**config.mk**
```make
export PLATFORM = sky130hd
export DESIGN_NAME = router_pkt_fifo
export DESIGN_NICKNAME = d
export VERILOG_FILES = /design/src/rtl/router_pkt_fifo.sv
export SDC_FILE = /design/constraint.sdc
export NUM_CORES = 1
export LEC_CHECK = 0
export BUFFER_PORTS_ARGS = -buffer_cell sky130_fd_sc_hd__buf_2
export CAP_MARGIN = 10
export CORE_ASPECT_RATIO = 1.2
export CORE_UTILIZATION = 50
export DETAILED_ROUTE_END_ITERATION = 6
export HOLD_SLACK_MARGIN = 0.06
export PLACE_DENSITY = 0.67
export SLEW_MARGIN = 10
export SYNTH_ARGS = -nofsm -noshare
export SYNTH_HDL_FRONTEND = slang
export SYNTH_SLANG_ARGS = --single-unit
```
**constraint.sdc**
```tcl
create_clock -name clock -period 6.8 [get_ports clock]
set_input_delay 1.36 -clock clock [delete_from_list [all_inputs] [get_ports clock]]
set_output_delay 1.36 -clock clock [all_outputs]
set_load 0.01 [all_outputs]
```
**src/rtl/router_pkt_fifo.sv**
```systemverilog
// rtl/router_pkt_fifo.sv - packet-aware router FIFO with level, packet count and sop/eop strobes
// Header words carry {payload_len, addr}; the read side counts payload plus parity to place eop.
module router_pkt_fifo #(
  parameter int DATA_W    = 8,
  parameter int DEPTH     = 16,
  parameter int AF_THRESH = DEPTH - 2,
  parameter int AW        = $clog2(DEPTH)
) (
  input  logic              clock,
  input  logic              resetn,
  input  logic              soft_reset,
  input  logic              write_enb,
  input  logic              read_enb,
  input  logic              lfd_state,
  input  logic [DATA_W-1:0] data_in,
  output logic              full,
  output logic              empty,
  output logic              almost_full,
  output logic [AW:0]       level,
  output logic [AW:0]       pkt_count,
  output logic              overflow,
  output logic [DATA_W-1:0] data_out,
  output logic              sop_out,
  output logic              eop_out
);

  localparam int RW = DATA_W - 1;

  logic [DATA_W:0]   mem [DEPTH];
  logic [AW-1:0]     wr_ptr;
  logic [AW-1:0]     rd_ptr;
  logic [RW-1:0]     rem;
  logic [DATA_W:0]   rd_word;
  logic              rd_acc;
  logic              wr_acc;
  logic              wr_hdr;
  logic              rd_hdr;

  // Status flags come straight off the level register, never from the request inputs.
  assign full        = (level == (AW+1)'(DEPTH));
  assign empty       = (level == '0);
  assign almost_full = (level >= (AW+1)'(AF_THRESH));

  assign rd_word = mem[rd_ptr];
  assign rd_acc  = read_enb && !empty;
  // A full FIFO still takes a write when the same cycle frees a slot.
  assign wr_acc  = write_enb && (!full || rd_acc);
  assign wr_hdr  = wr_acc && lfd_state;
  assign rd_hdr  = rd_acc && rd_word[DATA_W];

  always_ff @(posedge clock) begin
    if (resetn && !soft_reset && wr_acc) begin
      mem[wr_ptr] <= {lfd_state, data_in};
    end
  end

  always_ff @(posedge clock or negedge resetn) begin
    if (!resetn) begin
      wr_ptr    <= '0;
      rd_ptr    <= '0;
      level     <= '0;
      pkt_count <= '0;
      rem       <= '0;
      overflow  <= 1'b0;
      data_out  <= '0;
      sop_out   <= 1'b0;
      eop_out   <= 1'b0;
    end else if (soft_reset) begin
      wr_ptr    <= '0;
      rd_ptr    <= '0;
      level     <= '0;
      pkt_count <= '0;
      rem       <= '0;
      overflow  <= 1'b0;
      data_out  <= '0;
      sop_out   <= 1'b0;
      eop_out   <= 1'b0;
    end else begin
      if (wr_acc) begin
        wr_ptr <= wr_ptr + AW'(1);
      end
      if (write_enb && !wr_acc) begin
        overflow <= 1'b1;
      end

      case ({wr_acc, rd_acc})
        2'b10:   level <= level + (AW+1)'(1);
        2'b01:   level <= level - (AW+1)'(1);
        default: level <= level;
      endcase

      pkt_count <= pkt_count + (AW+1)'(wr_hdr) - (AW+1)'(rd_hdr);

      if (rd_acc) begin
        rd_ptr   <= rd_ptr + AW'(1);
        data_out <= rd_word[DATA_W-1:0];
        if (rd_word[DATA_W]) begin
          // Payload words plus the trailing parity word.
          rem     <= {1'b0, rd_word[DATA_W-1:2]} + RW'(1);
          sop_out <= 1'b1;
          eop_out <= 1'b0;
        end else begin
          sop_out <= 1'b0;
          if (rem != '0) begin
            rem     <= rem - RW'(1);
            eop_out <= (rem == RW'(1));
          end else begin
            eop_out <= 1'b0;
          end
        end
      end else if (read_enb) begin
        sop_out <= 1'b0;
        eop_out <= 1'b0;
      end
    end
  end

endmodule

```
## Yosys cells after proc, flatten, opt, wreduce, memory -nomap -nowiden

Memories as Yosys holds them, arrays and structs flattened.
Index checks and enable logic that the tools add are counted.

| word-level totals | value |
|---|---|
| register bits | 36 |
| memory bits (writable) | 144 |
| output and inout port bits | 24 |
| word-level logic and storage cells | 69 |
| memories kept | 1 |

Memories:

| memory | depth | bits a word | rd ports | clocked after Yosys merged registers in | wr ports | line | text |
|---|---|---|---|---|---|---|---|
| mem | 16 | 9 | 1 | 0 | 1 | 29 | `logic [DATA_W:0] mem [DEPTH];` |

| cells by class | value |
|---|---|
| $add $sub $neg | 8 |
| order comparisons | 1 |
| eq/ne operators | 4 |
| multiplexer cells | 25 |
| reduce and logical (&&, ||, !) cells | 21 |

Operators with widths:

| operator | number |
|---|---|
| 7-bit two-way mux | 4 |
| 4-bit two-way mux | 4 |
| 8-bit two-way mux | 2 |
| 1-bit two-way mux | 12 |
| 5-bit two-way mux | 2 |
| 5-bit one-hot mux with 2 select lines | 1 |
| 3-bit nonzero test | 3 |
| 4-bit by 1-bit adder with 4-bit output, second input constant | 2 |
| 6-bit by 1-bit adder with 7-bit output, second input constant | 1 |
| 7-bit by 1-bit equality test with 1-bit output, second input constant | 1 |
| 1-bit logical AND | 7 |
| 7-bit nonzero test | 1 |
| 7-bit by 1-bit subtractor with 7-bit output, second input constant | 1 |
| 2-bit nonzero test | 3 |
| 5-bit by 1-bit adder with 5-bit output | 1 |
| 5-bit by 1-bit adder with 5-bit output, second input constant | 1 |
| 5-bit equality test, second input constant | 1 |
| 5-bit by 4-bit >= comparator with 1-bit output, second input constant | 1 |
| 5-bit logical NOT | 1 |
| 5-bit by 1-bit subtractor with 5-bit output | 1 |
| 5-bit by 1-bit subtractor with 5-bit output, second input constant | 1 |
| 1-bit logical NOT | 4 |
| 2-bit by 1-bit equality test with 1-bit output, second input constant | 1 |
| 2-bit equality test, second input constant | 1 |
| other kinds (2) | 2 |

## Logic depth before layout (Yosys ltp)

Gate-level depths: netlist of the first run.

| depth | value |
|---|---|
| word-level depth | 9 |
| depth in mapped cells | 18 |
| depth with buffers taken out | 16 |

## Worst setup path before layout of the first run

No wires, ideal clock.

| timing | value |
|---|---|
| path type | input -> register |
| start | input read_enb |
| end | register pkt_count[4] |
| arrival | 3.577 ns |
| data required time | 6.668 ns |
| setup slack | 3.091 ns |
| cell stages on the path | 16 |
| cell sequence | clkbuf_1 > nor2b_1 > nand2_1 > and2_1 > clkbuf_1 > nand2_1 > ha_1 > inv_1 > ha_1 > inv_1 > fa_1 > inv_1 > a21o_1 > a21oi_1 > xnor2_1 > nor2_1 |

| on the way | value |
|---|---|
| cells in the longest elaborated chain, start to end | 7 |
| elaborated cells on any way between the ends | 8 |
| those cells by class | add/sub: 2; mux: 1; reduce/logical: 5 |

RTL lines:

| item | line | text |
|---|---|---|
| start: declaration | 13 | `input logic read_enb,` |
| 1-bit logical AND * | 45 | `assign rd_acc = read_enb && !empty;` |
| 1-bit logical OR | 47 | `assign wr_acc = write_enb && (!full \|\| rd_acc);` |
| 1-bit logical AND | 47 |  |
| 1-bit logical AND | 48 | `assign wr_hdr = wr_acc && lfd_state;` |
| 5-bit by 1-bit adder with 5-bit output | 92 | `pkt_count <= pkt_count + (AW+1)'(wr_hdr) - (AW+1)'(rd_hdr);` |
| 5-bit by 1-bit subtractor with 5-bit output * | 92 |  |
| 5-bit two-way mux * | 68 | `end else if (soft_reset) begin` |
| end signal: assignment | 92 |  |
| end: declaration | 20 | `output logic [AW:0] pkt_count,` |

Every way passes the cells marked *; elsewhere a longest branch is shown, timed or not.
A chain may end at the register's enable or synchronous reset.

## Worst setup path in the final report of the first run

| timing | value |
|---|---|
| start | register rd_ptr[2] |
| end | register pkt_count[4] |

| on the way | value |
|---|---|
| cells in the longest elaborated chain, start to end | 4 |

RTL lines:

| item | line | text |
|---|---|---|
| start: declaration | 31 | `logic [AW-1:0] rd_ptr;` |
| start signal: assignment | 95 | `rd_ptr <= rd_ptr + AW'(1);` |
| memory read 16 x 9 bit | - |  |
| 1-bit logical AND | 49 | `assign rd_hdr = rd_acc && rd_word[DATA_W];` |
| 5-bit by 1-bit subtractor with 5-bit output | 92 |  |
| 5-bit two-way mux | 68 |  |

Every way passes these cells.

==> results.md, run 1 <==
- Outcome: complete, no violations
- Resized Gates After CTS: 0
- WL/cell: 20.43 um
- Global route overflow: 0
- Clock Sinks: 180
- Worst Skew: 0.006283 ns
- Simple-gate share of the synthesized area: 8.612%
- DRC viols: 0
- EDFF count, synth: 144
- Via count: 4440
- Gr usage total: 20.33%
- Post-synthesis net count: 541
- Syn avg cell area: 15.70 sq um
- Iteration-0 DRC Markers: 363
- Number of global-route vias before repair: 4473
- CTS Buffer Depth: 2
- Critical path type: reg -> reg
- Seq cells post-synth: 180
- Detailed placement HPWL: 10.29 mm
- Top FF cell, synth: edfxtp_1
- Compound-cell area share of the yosys netlist: 6.463%
- Antenna diode count: 0
- Post-CTS Hold Buffers: 0
- Placed instance count: 738
- CTS tree: built
- Worst Tran Pin Value: 1.189 ns
- Die W: 117.3 um
- Final Instance Count excl. Fillers: 770
- Slowest-stage cell, CP: dfrtp_1
- Port Buffer Count: 37
- RD Place Congestion: 0.7971
- Synthesized-area fraction occupied by adder cells: 3.169%
- Main combinational cell family by area after synthesis: multiplexers
- Synth cell types: 56
- Core ar.: 15580 sq um
- Setup TNS: 0 ns
- Post-synthesis mux area share: 11.44%
- Final #Nets: 582
- Setup-failing EPs final: 0
- Average via count per standard cell: 5.766
- Initial antenna violation count: 0
- Worst skew pair latency: 0.43 ns
- Final Hold Vio Count: 0
- CP endpoint kind: register
- Worst Path Required: 7.09 ns
- CTS Buf Count: 17
- Slew headroom: 20.43%
- CP most frequent cell: inv_1
- Ys async rst share: 20.00%
- Largest driver fanout on the critical path: 15
- Final core occ: 57.39%
- YS warnings: 0
- Root buffer cell: clkbuf_16
- Final min period: 3.903 ns
- Initial core utilization: 51.20%
- Fin crit share: 57.40%
- Die Ht: 140.4 um
- Sequential standard cell area: 5226 sq um
- F_max: 256.2 MHz
- Post-DRT Antenna Nets: 0
- Area of the multi-input gates: 2525 sq um
- Leakage: 3.215 nW
- Pins Over Slew Limit: 0
- Total die area: 16460 sq um
- Crit path largest cell delay: 0.74 ns
- Area grow syn2layout: 12.08%
- Row count: 50
- Critical path arrival: 4.19 ns
- TritonRoute pass-1 iters: 5
- Postcts setup bufs: 0
- H-tree levels: 4
- PD cells: 365.2 nW/um^2
- Worst-path clk slew: 0.06 ns
- Share of layout cells above drive strength 1: 20.64%
- Startpoint types: register
- Fillers: 1217
- Xor and xnor area share after synthesis: 1.976%
- RSZ-0062 raised after global routing: no
- Largest net degree at the start of global routing: 43
- Cells along the critical path: nor2b_1 -> a221oi_2 -> o21ai_2 -> nand2_4 -> nand2_1 -> inv_1 -> ha_1 -> inv_1 -> ha_1 -> inv_1 -> fa_1 -> inv_1 -> a21o_1 -> a21oi_1 -> xnor2_1 -> nor2_1
- Synthesized cell area: 7976 sq um
- Worst IR Drop VDD: 174.2 uV
- HP Class: reg -> reg
- Mapped Cells: 508
- Post-synthesis sequential area ratio: 65.51%
- Boundary Pins: 38
- Max_cap viols: 0
- DRT Wirelength: 15.73 mm
- Global-route wire length before repair: 24.72 mm
==> critical path: cells and delay by family (launching register included) <==
family	cells	cell delay (ns)
and+or+nand+nor	4	1.11
adders and majority gates	3	0.82
DFF	1	0.74
AOI/OAI and AO/OA	4	0.69
buffers and inverters	4	0.24
xor gates and xnor gates	1	0.16
==> cells in the final DEF, fill, tap and decap left out, types with 16 or more instances in the layout <==
master / n
nor2_1: 42
a21oi_1: 16
buf_2: 37
dfrtp_1: 35
ha_1: 17
inv_1: 17
edfxtp_1: 144
mux4_2: 16
clkbuf_16: 17
mux2i_1: 17
nand2_1: 41
==> Yosys cell counts, types with 2 or more instances <==
cell	n	share of area, %
a21o_1	4	0.38
a21oi_1	16	1.0
a221oi_1	4	0.44
a221oi_2	3	0.56
a22oi_1	6	0.56
a31oi_1	4	0.31
a32oi_1	4	0.44
and2_1	3	0.24
buf_12	4	1.0
buf_2	6	0.38
clkbuf_1	11	0.52
dfrtp_1	36	11
edfxtp_1	144	54
fa_1	2	0.50
ha_1	17	2.7
inv_1	17	0.80
mux2i_1	17	2.1
mux4_1	14	4.6
mux4_2	16	4.5
nand2_1	41	1.9
nand2_2	2	0.16
nand2b_1	3	0.24
nand3_1	12	0.75
nand3_2	3	0.38
nor2_1	42	2.0
nor2b_1	9	0.71
nor3_1	11	0.69
o21ai_0	4	0.25
o21ai_1	6	0.38
o21ai_2	2	0.22
o31ai_1	4	0.38
xnor2_1	5	0.55
xor2_1	13	1.4
==> worst paths after layout <==
path	from	end	slack, ns	depth (start not counted)
min	data_out[4]	data_out[4]	0.52	2
min in group asynchronous	resetn	level[1]	1.05	1
max reg2reg	rd_ptr[2]	pkt_count[4]	2.90	16
max	rd_ptr[2]	pkt_count[4]	2.90	16
max in group asynchronous	resetn	rd_ptr[0]	5.11	1
min reg2reg	data_out[4]	data_out[4]	0.52	2
==> area by class of cell <==
type,count,share of cell area [%]
inverters,17,0.7138
flip-flops and latches,180,58.46
clock buffers,18,4.801
well taps,208,2.911
clock inverters,14,2.211
multi-input cells,289,28.24
repair buffers,44,2.659
==> power by group <==
part / leakage (nW) / switching [W] / internal (W)
clock: 0.307 / 0.000414 / 0.000621
combinational: 1.13 / 0.000468 / 0.000396
sequential: 1.78 / 0.000109 / 0.00126
total: 3.21 / 0.000992 / 0.00227
==> routing by layer <==
layer	GRT usage, %	vias up	part of all wire [%]
li1	-	2026	-
met1	25.80	2250	42
met2	33.67	137	51
met3	4.927	27	4.6
met4	8.202	0	1.8
met5	0	-	0
==> stage by stage <==
stage / instance area [sq um] / setup slack [ns] / hold WS, ns / power [W]
2_1_floorplan: 7976 / 3.091 / 0.5227 / 0.002067
3_3_place_gp: 8313 / 2.987 / 0.4914 / 0.002228
3_5_place_dp: 8313 / 2.896 / 0.5071 / 0.002255
4_1_cts: 8940 / 2.893 / 0.5223 / 0.003287
5_1_grt: 8940 / 2.560 / 0.5467 / 0.003436
6_report: 8940 / 2.897 / 0.5182 / 0.003265
==> registers in the layout, summed over array words and instances, names as in the netlist <==
name	flops
sop_out	1
eop_out	1
overflow	1
data_out	8
mem	144
wr_ptr	4
pkt_count	5
rem	7
level	5
rd_ptr	4
==> cells by family after synthesis <==
family                     after synthesis
DFF                                    180
AOI/OAI and AO/OA                       65
xor gates and xnor gates                18
adders and majority gates               19
buffers and inverters                   39
and+or+nand+nor                        139
muxes                                   48
Power figures use the tool's default switching activity.
==> run 2: changes to the inputs <==
- ABC_AREA: not set -> 1
- PLACE_DENSITY: 0.67 -> 0.7
- clock period: 6.8 -> 3.43 ns (I/O delays scaled with it)
==> run 2 against run 1 <==
  * Critical path depth grew 4
  * Sequential share of layout area decreased by 1.1 points
  * Global-route usage increased by 2.4 points
  * Total power is 110% higher
  * Die area increased by 1.4%
  * Clock skew is 0.0032 ns higher
  * Combinational power grew to 2.5 times the previous value
  * Register-to-register slack got worse by 2.4 ns
==> results.md, run 2 <==
- Top FF cell, synth: edfxtp_1
- Die W: 118.1 um
- PD cells: 738.0 nW/um^2
- CP endpoint kind: register
- Final #Nets: 853
- Outcome: complete, no violations
- Synth area leader: edfxtp_1
- Ranking of synthesized cells by area: edfxtp_1 53%, dfrtp_1 11%, nand2_1 8.9%
- Design area: 9114 sq um
- Synthesized cell area: 8094 sq um
- RD Place Congestion: 0.8399
- Leakage: 3.769 nW
- Worst skew pair latency: 0.43 ns
- Worst Path Required: 3.74 ns
- Number of global-route vias before repair: 5481
- Postcts setup bufs: 0
- Worst-path clk slew: 0.07 ns
- Commonest non-fill, non-tap cells in the layout: 191 x nand2_1, 144 x edfxtp_1, 98 x nor2_1
- Clock Sinks: 180
- Average via count per standard cell: 5.431
- Post-CTS Hold Buffers: 0
- CTS tree: built
- Slew headroom: 62.61%
- CTS Buffer Depth: 2
- Final core occ: 58.04%
- EDFF count, synth: 144
- Setup-failing EPs final: 0
- Ys async rst share: 20.00%
- Gr usage total: 22.76%
- Top cells by count, synth: 191 x nand2_1, 144 x edfxtp_1, 98 x nor2_1
- Boundary Pins: 38
- Initial core utilization: 51.55%
- Largest registers: mem (144), data_out (8), rem (7)
- Row count: 50
- DRT Wirelength: 17.82 mm
- Final min period: 2.956 ns
- Post-synthesis sequential area ratio: 64.55%
- Largest driver fanout on the critical path: 11
- Initial antenna violation count: 0
- Power Total: 0.006726 W
- Critical path arrival: 3.26 ns
- Max FFs per register: 144
- Mapped Cells: 765
- H-tree levels: 4
- Most common cell after layout, fill and taps aside: nand2_1
- CTS Buf Count: 17
- Routed wl met2: 8.928 mm
- Synth cell types: 40
- Detailed placement HPWL: 12.16 mm
- Max_cap viols: 0
- TritonRoute pass-1 iters: 5
- YS warnings: 0
- Final Hold Vio Count: 0
- Largest net degree at the start of global routing: 51
- Critical path type: reg -> reg
- Worst IR Drop VDD: 376.2 uV
- Post-synthesis net count: 798
- HP Class: in -> async
- Startpoint types: register
- DRC viols: 0
- Die Ht: 141.4 um
- Met3 wire len: 1.044 mm
- Worst Tran Pin Value: 0.5557 ns
- F_max: 338.3 MHz
- Seq cells post-synth: 180
- Worst Skew: 0.009438 ns
- Antenna diode count: 0
- Total die area: 16700 sq um
- Largest reg by FF count: mem
- RSZ-0062 raised after global routing: no
- Share of layout cells above drive strength 1: 14.17%
- Met1 Wirelength: 7.340 mm
- Top cell type's share of synthesized area: 53.42%
- Post-DRT Antenna Nets: 0
- Setup TNS: 0 ns
- Resized Gates After CTS: 0
- Via count: 5654
- Most numerous cell in the Yosys netlist: nand2_1
- Root buffer cell: clkbuf_16
- Area grow syn2layout: 12.60%
- Pins Over Slew Limit: 0
- Global-route wire length before repair: 28.59 mm
- Top sig layer: met4
- Fin crit share: 86.17%
- Syn avg cell area: 10.58 sq um
- Global route overflow: 0
- Core ar.: 15700 sq um
- WL/cell: 17.12 um
- Port Buffer Count: 37
- DP Area: 8533 sq um
- Iteration-0 DRC Markers: 539
[run 2: final timing paths]
path,start,endpoint,slack (ns),depth (start not counted)
max in group asynchronous,resetn,rd_ptr[0],2.73,2
worst min register to register,eop_out,eop_out,0.49,2
min in group clock,eop_out,eop_out,0.49,2
worst max-delay path,rd_ptr[1],pkt_count[4],0.47,20
worst min-delay path,resetn,rem[1],0.34,2
worst max register to register,rd_ptr[1],pkt_count[4],0.47,20
[run 2: cells by family after synthesis]
group	synth area share, %
simple gates	18.33
flops	64.55
compound gates	6.972
buf+inv	5.936
fa+ha+maj	3.123
xor+xnor	1.082
[run 2: area by class of cell]
| class | count | area (sq um) |
|---|---|---|
| Fill cell | 1295 | 6589 |
| Sequential cell | 180 | 5226 |
| Multi-Input combinational cell | 489 | 2389 |
| Clock buffer | 17 | 425.4 |
| Timing Repair Buffer | 64 | 400.4 |
| Tap cell | 208 | 260.3 |
| Inverter | 68 | 257.7 |
| Clock inverter | 15 | 155.1 |
[run 2: where the power goes]
group	switching, W	internal, W	leakage (nW)
Combinational	0.00144	0.000726	1.71
Clock	0.000835	0.00108	0.282
Sequential	0.000137	0.00251	1.78
Total	0.00241	0.00431	3.77
[run 2: metrics by stage]
stage	hold slack, ns	std cells	setup slack [ns]
final	0.3413	1041	0.4744
after global routing	0.3856	1041	0.1865
after CTS	0.3584	1041	0.4551
after detailed placement	0.4773	1009	0.4473
after global placement	0.4664	1009	0.5430
after floorplan	0.3904	765	0.8418
[run 2: metal layers]
metal,track usage (%),vias up
li1,-,2680
met1,28.51,2724
met2,38.64,212
met3,4.019,38
met4,10.46,0
met5,0,-
[run 2: worst max-delay path, cell delays in order, from the launching register on]
cell	delay (ns)
dfrtp_1	0.58
nand2_1	0.18
inv_2	0.20
nand3_1	0.09
nand2_1	0.06
nor2_1	0.05
nand2_1	0.07
nand2_2	0.08
inv_2	0.10
nor2_1	0.07
ha_1	0.29
inv_1	0.06
ha_1	0.13
inv_1	0.06
fa_1	0.35
inv_1	0.09
a21oi_1	0.06
nor2_1	0.08
nor2_1	0.05
xor2_1	0.12
nor2_1	0.05
==> run 3: changes to the inputs <==
- BUFFER_PORTS_ARGS: -buffer_cell sky130_fd_sc_hd__buf_2 -> -buffer_cell sky130_fd_sc_hd__clkbuf_2
- CTS_BUF_LIST: not set -> sky130_fd_sc_hd__clkbuf_8
==> run 3 against run 2 <==
  * Global-route usage increased by 0.40 points
  * Maximum frequency shrank 6.4%
  * Cell count barely moved
  * Critical path depth is the same
  * Utilization shrank 1.1 points
  * First-iteration DRC count decreased by 12%
  * Flip-flop and latch count unchanged
  * Clock-buffer cell count is the same
==> results.md, run 3 (same netlist as run 2, synthesis figures left out) <==
- Outcome: complete, no violations
- Global route overflow: 0
- F_max: 316.7 MHz
- Row count: 50
- CP endpoint kind: register
- CTS Buf Count: 17
- Setup ws final: 0.2720 ns
- Area grow syn2layout: 10.43%
- Gr usage total: 23.16%
- Iteration-0 DRC Markers: 476
- Number of global-route vias before repair: 5453
- DRT Wirelength: 18.03 mm
- Boundary Pins: 38
- Worst IR Drop VDD: 339.2 uV
- Commonest non-fill, non-tap cells in the layout: 191 x nand2_1, 144 x edfxtp_1, 98 x nor2_1
- Largest driver fanout on the critical path: 22
- Via count: 5584
- Pre-CTS setup slack: 0.3132 ns
- Leakage: 3.673 nW
- Max_cap viols: 0
- Core ar.: 15700 sq um
- Post-CTS Hold Buffers: 0
- PD cells: 708.0 nW/um^2
- RD Place Congestion: 0.8401
- Reg2reg setup slack: 0.27 ns
- Largest net degree at the start of global routing: 59
- Largest registers: mem (144), data_out (8), rem (7)
- Worst skew pair latency: 0.48 ns
- Global-route wire length before repair: 28.92 mm
- Setup-failing EPs final: 0
- Worst Tran Pin Value: 0.6180 ns
- Most common cell after layout, fill and taps aside: nand2_1
- Pins Over Slew Limit: 0
- Die Ht: 141.4 um
- Critical path arrival: 3.52 ns
- Worst-path clk slew: 0.10 ns
- H-tree levels: 4
- Resized Gates After CTS: 0
- Initial core utilization: 51.55%
- Root buffer cell: clkbuf_8
- Final Hold Vio Count: 0
- Initial antenna violation count: 0
- TritonRoute pass-1 iters: 5
- Clock Sinks: 180
- Detailed placement HPWL: 12.43 mm
- Power Total: 0.006329 W
- Postcts setup bufs: 0
- Worst Skew: 0.01515 ns
- Setup TNS: 0 ns
- Post-DRT Antenna Nets: 0
- FF-to-FF path depth: 20
- Startpoint types: register
- Die W: 118.1 um
- RSZ-0062 raised after global routing: no
- Total die area: 16700 sq um
- Worst Path Required: 3.79 ns
- Max FFs per register: 144
- Antenna diode count: 0
- CTS tree: built
- Fin crit share: 92.07%
- Share of layout cells above drive strength 1: 14.06%
- Final min period: 3.158 ns
- HP Class: in -> async
- Slew headroom: 58.80%
- Largest reg by FF count: mem
- WL/cell: 17.34 um
- Final #Nets: 852
- Critical path type: reg -> reg
- CTS Buffer Depth: 2
- Port Buffer Count: 37
- Average via count per standard cell: 5.369
- DRC viols: 0
run 3: per-stage QoR:
stage                     util [%]  hold WS [ns]  instances  cell area (sq um)
final                        56.92        0.3206       1040               8939
after global routing         56.92        0.3435       1040               8939
after CTS                    56.92        0.2948       1040               8939
after detailed placement     54.22        0.4776       1008               8513
after global placement       54.22        0.4770       1008               8513
after floorplan                  -        0.3904        765               8094
run 3: per-layer routing:
metal | up-vias | GRT usage, % | wire length, um
met5 | - | 0 | 0
met4 | 0 | 10.66 | 410
li1 | 2678 | - | -
met1 | 2692 | 28.78 | 7506
met2 | 179 | 39.91 | 9077
met3 | 35 | 3.658 | 1034
run 3: path summary, 6_finish.rpt:
check | from | endpoint
max | rd_ptr[0] | pkt_count[4]
min | resetn | rem[0]
max reg2reg | rd_ptr[0] | pkt_count[4]
min reg2reg | data_out[5] | data_out[5]
max in group asynchronous | resetn | rd_ptr[0]
min in group clock | data_out[5] | data_out[5]
run 3: cell type report:
cell class / count / area [sq um]
Timing Repair Buffer: 63 / 380.4
Clock inverter: 15 / 191.4
Clock buffer: 17 / 234.0
Tap cell: 208 / 260.3
Sequential cell: 180 / 5226
Inverter: 68 / 257.7
Fill cell: 1314 / 6764
Multi-Input combinational cell: 489 / 2389
run 3: report_power, final:
part | internal [W] | leakage, nW | switching [W]
clock | 0.000740 | 0.206 | 0.000800
sequential | 0.00251 | 1.78 | 0.000146
combinational | 0.000701 | 1.69 | 0.00143
run 3: worst max-delay path, cell delays in order (launching register included):
cell and delay [ns]:
dfrtp_2 0.53, inv_4 0.23, nand2_1 0.07, nand3_1 0.09, nand2_1 0.06, nor2_1 0.12, nand2_1 0.07, nand2_2 0.22
inv_2 0.11, nor2_1 0.15, ha_1 0.25, inv_1 0.05, ha_1 0.13, inv_1 0.06, fa_1 0.37, inv_1 0.11
a21oi_1 0.07, nor2_1 0.09, nor2_1 0.06, xor2_1 0.13, nor2_1 0.06
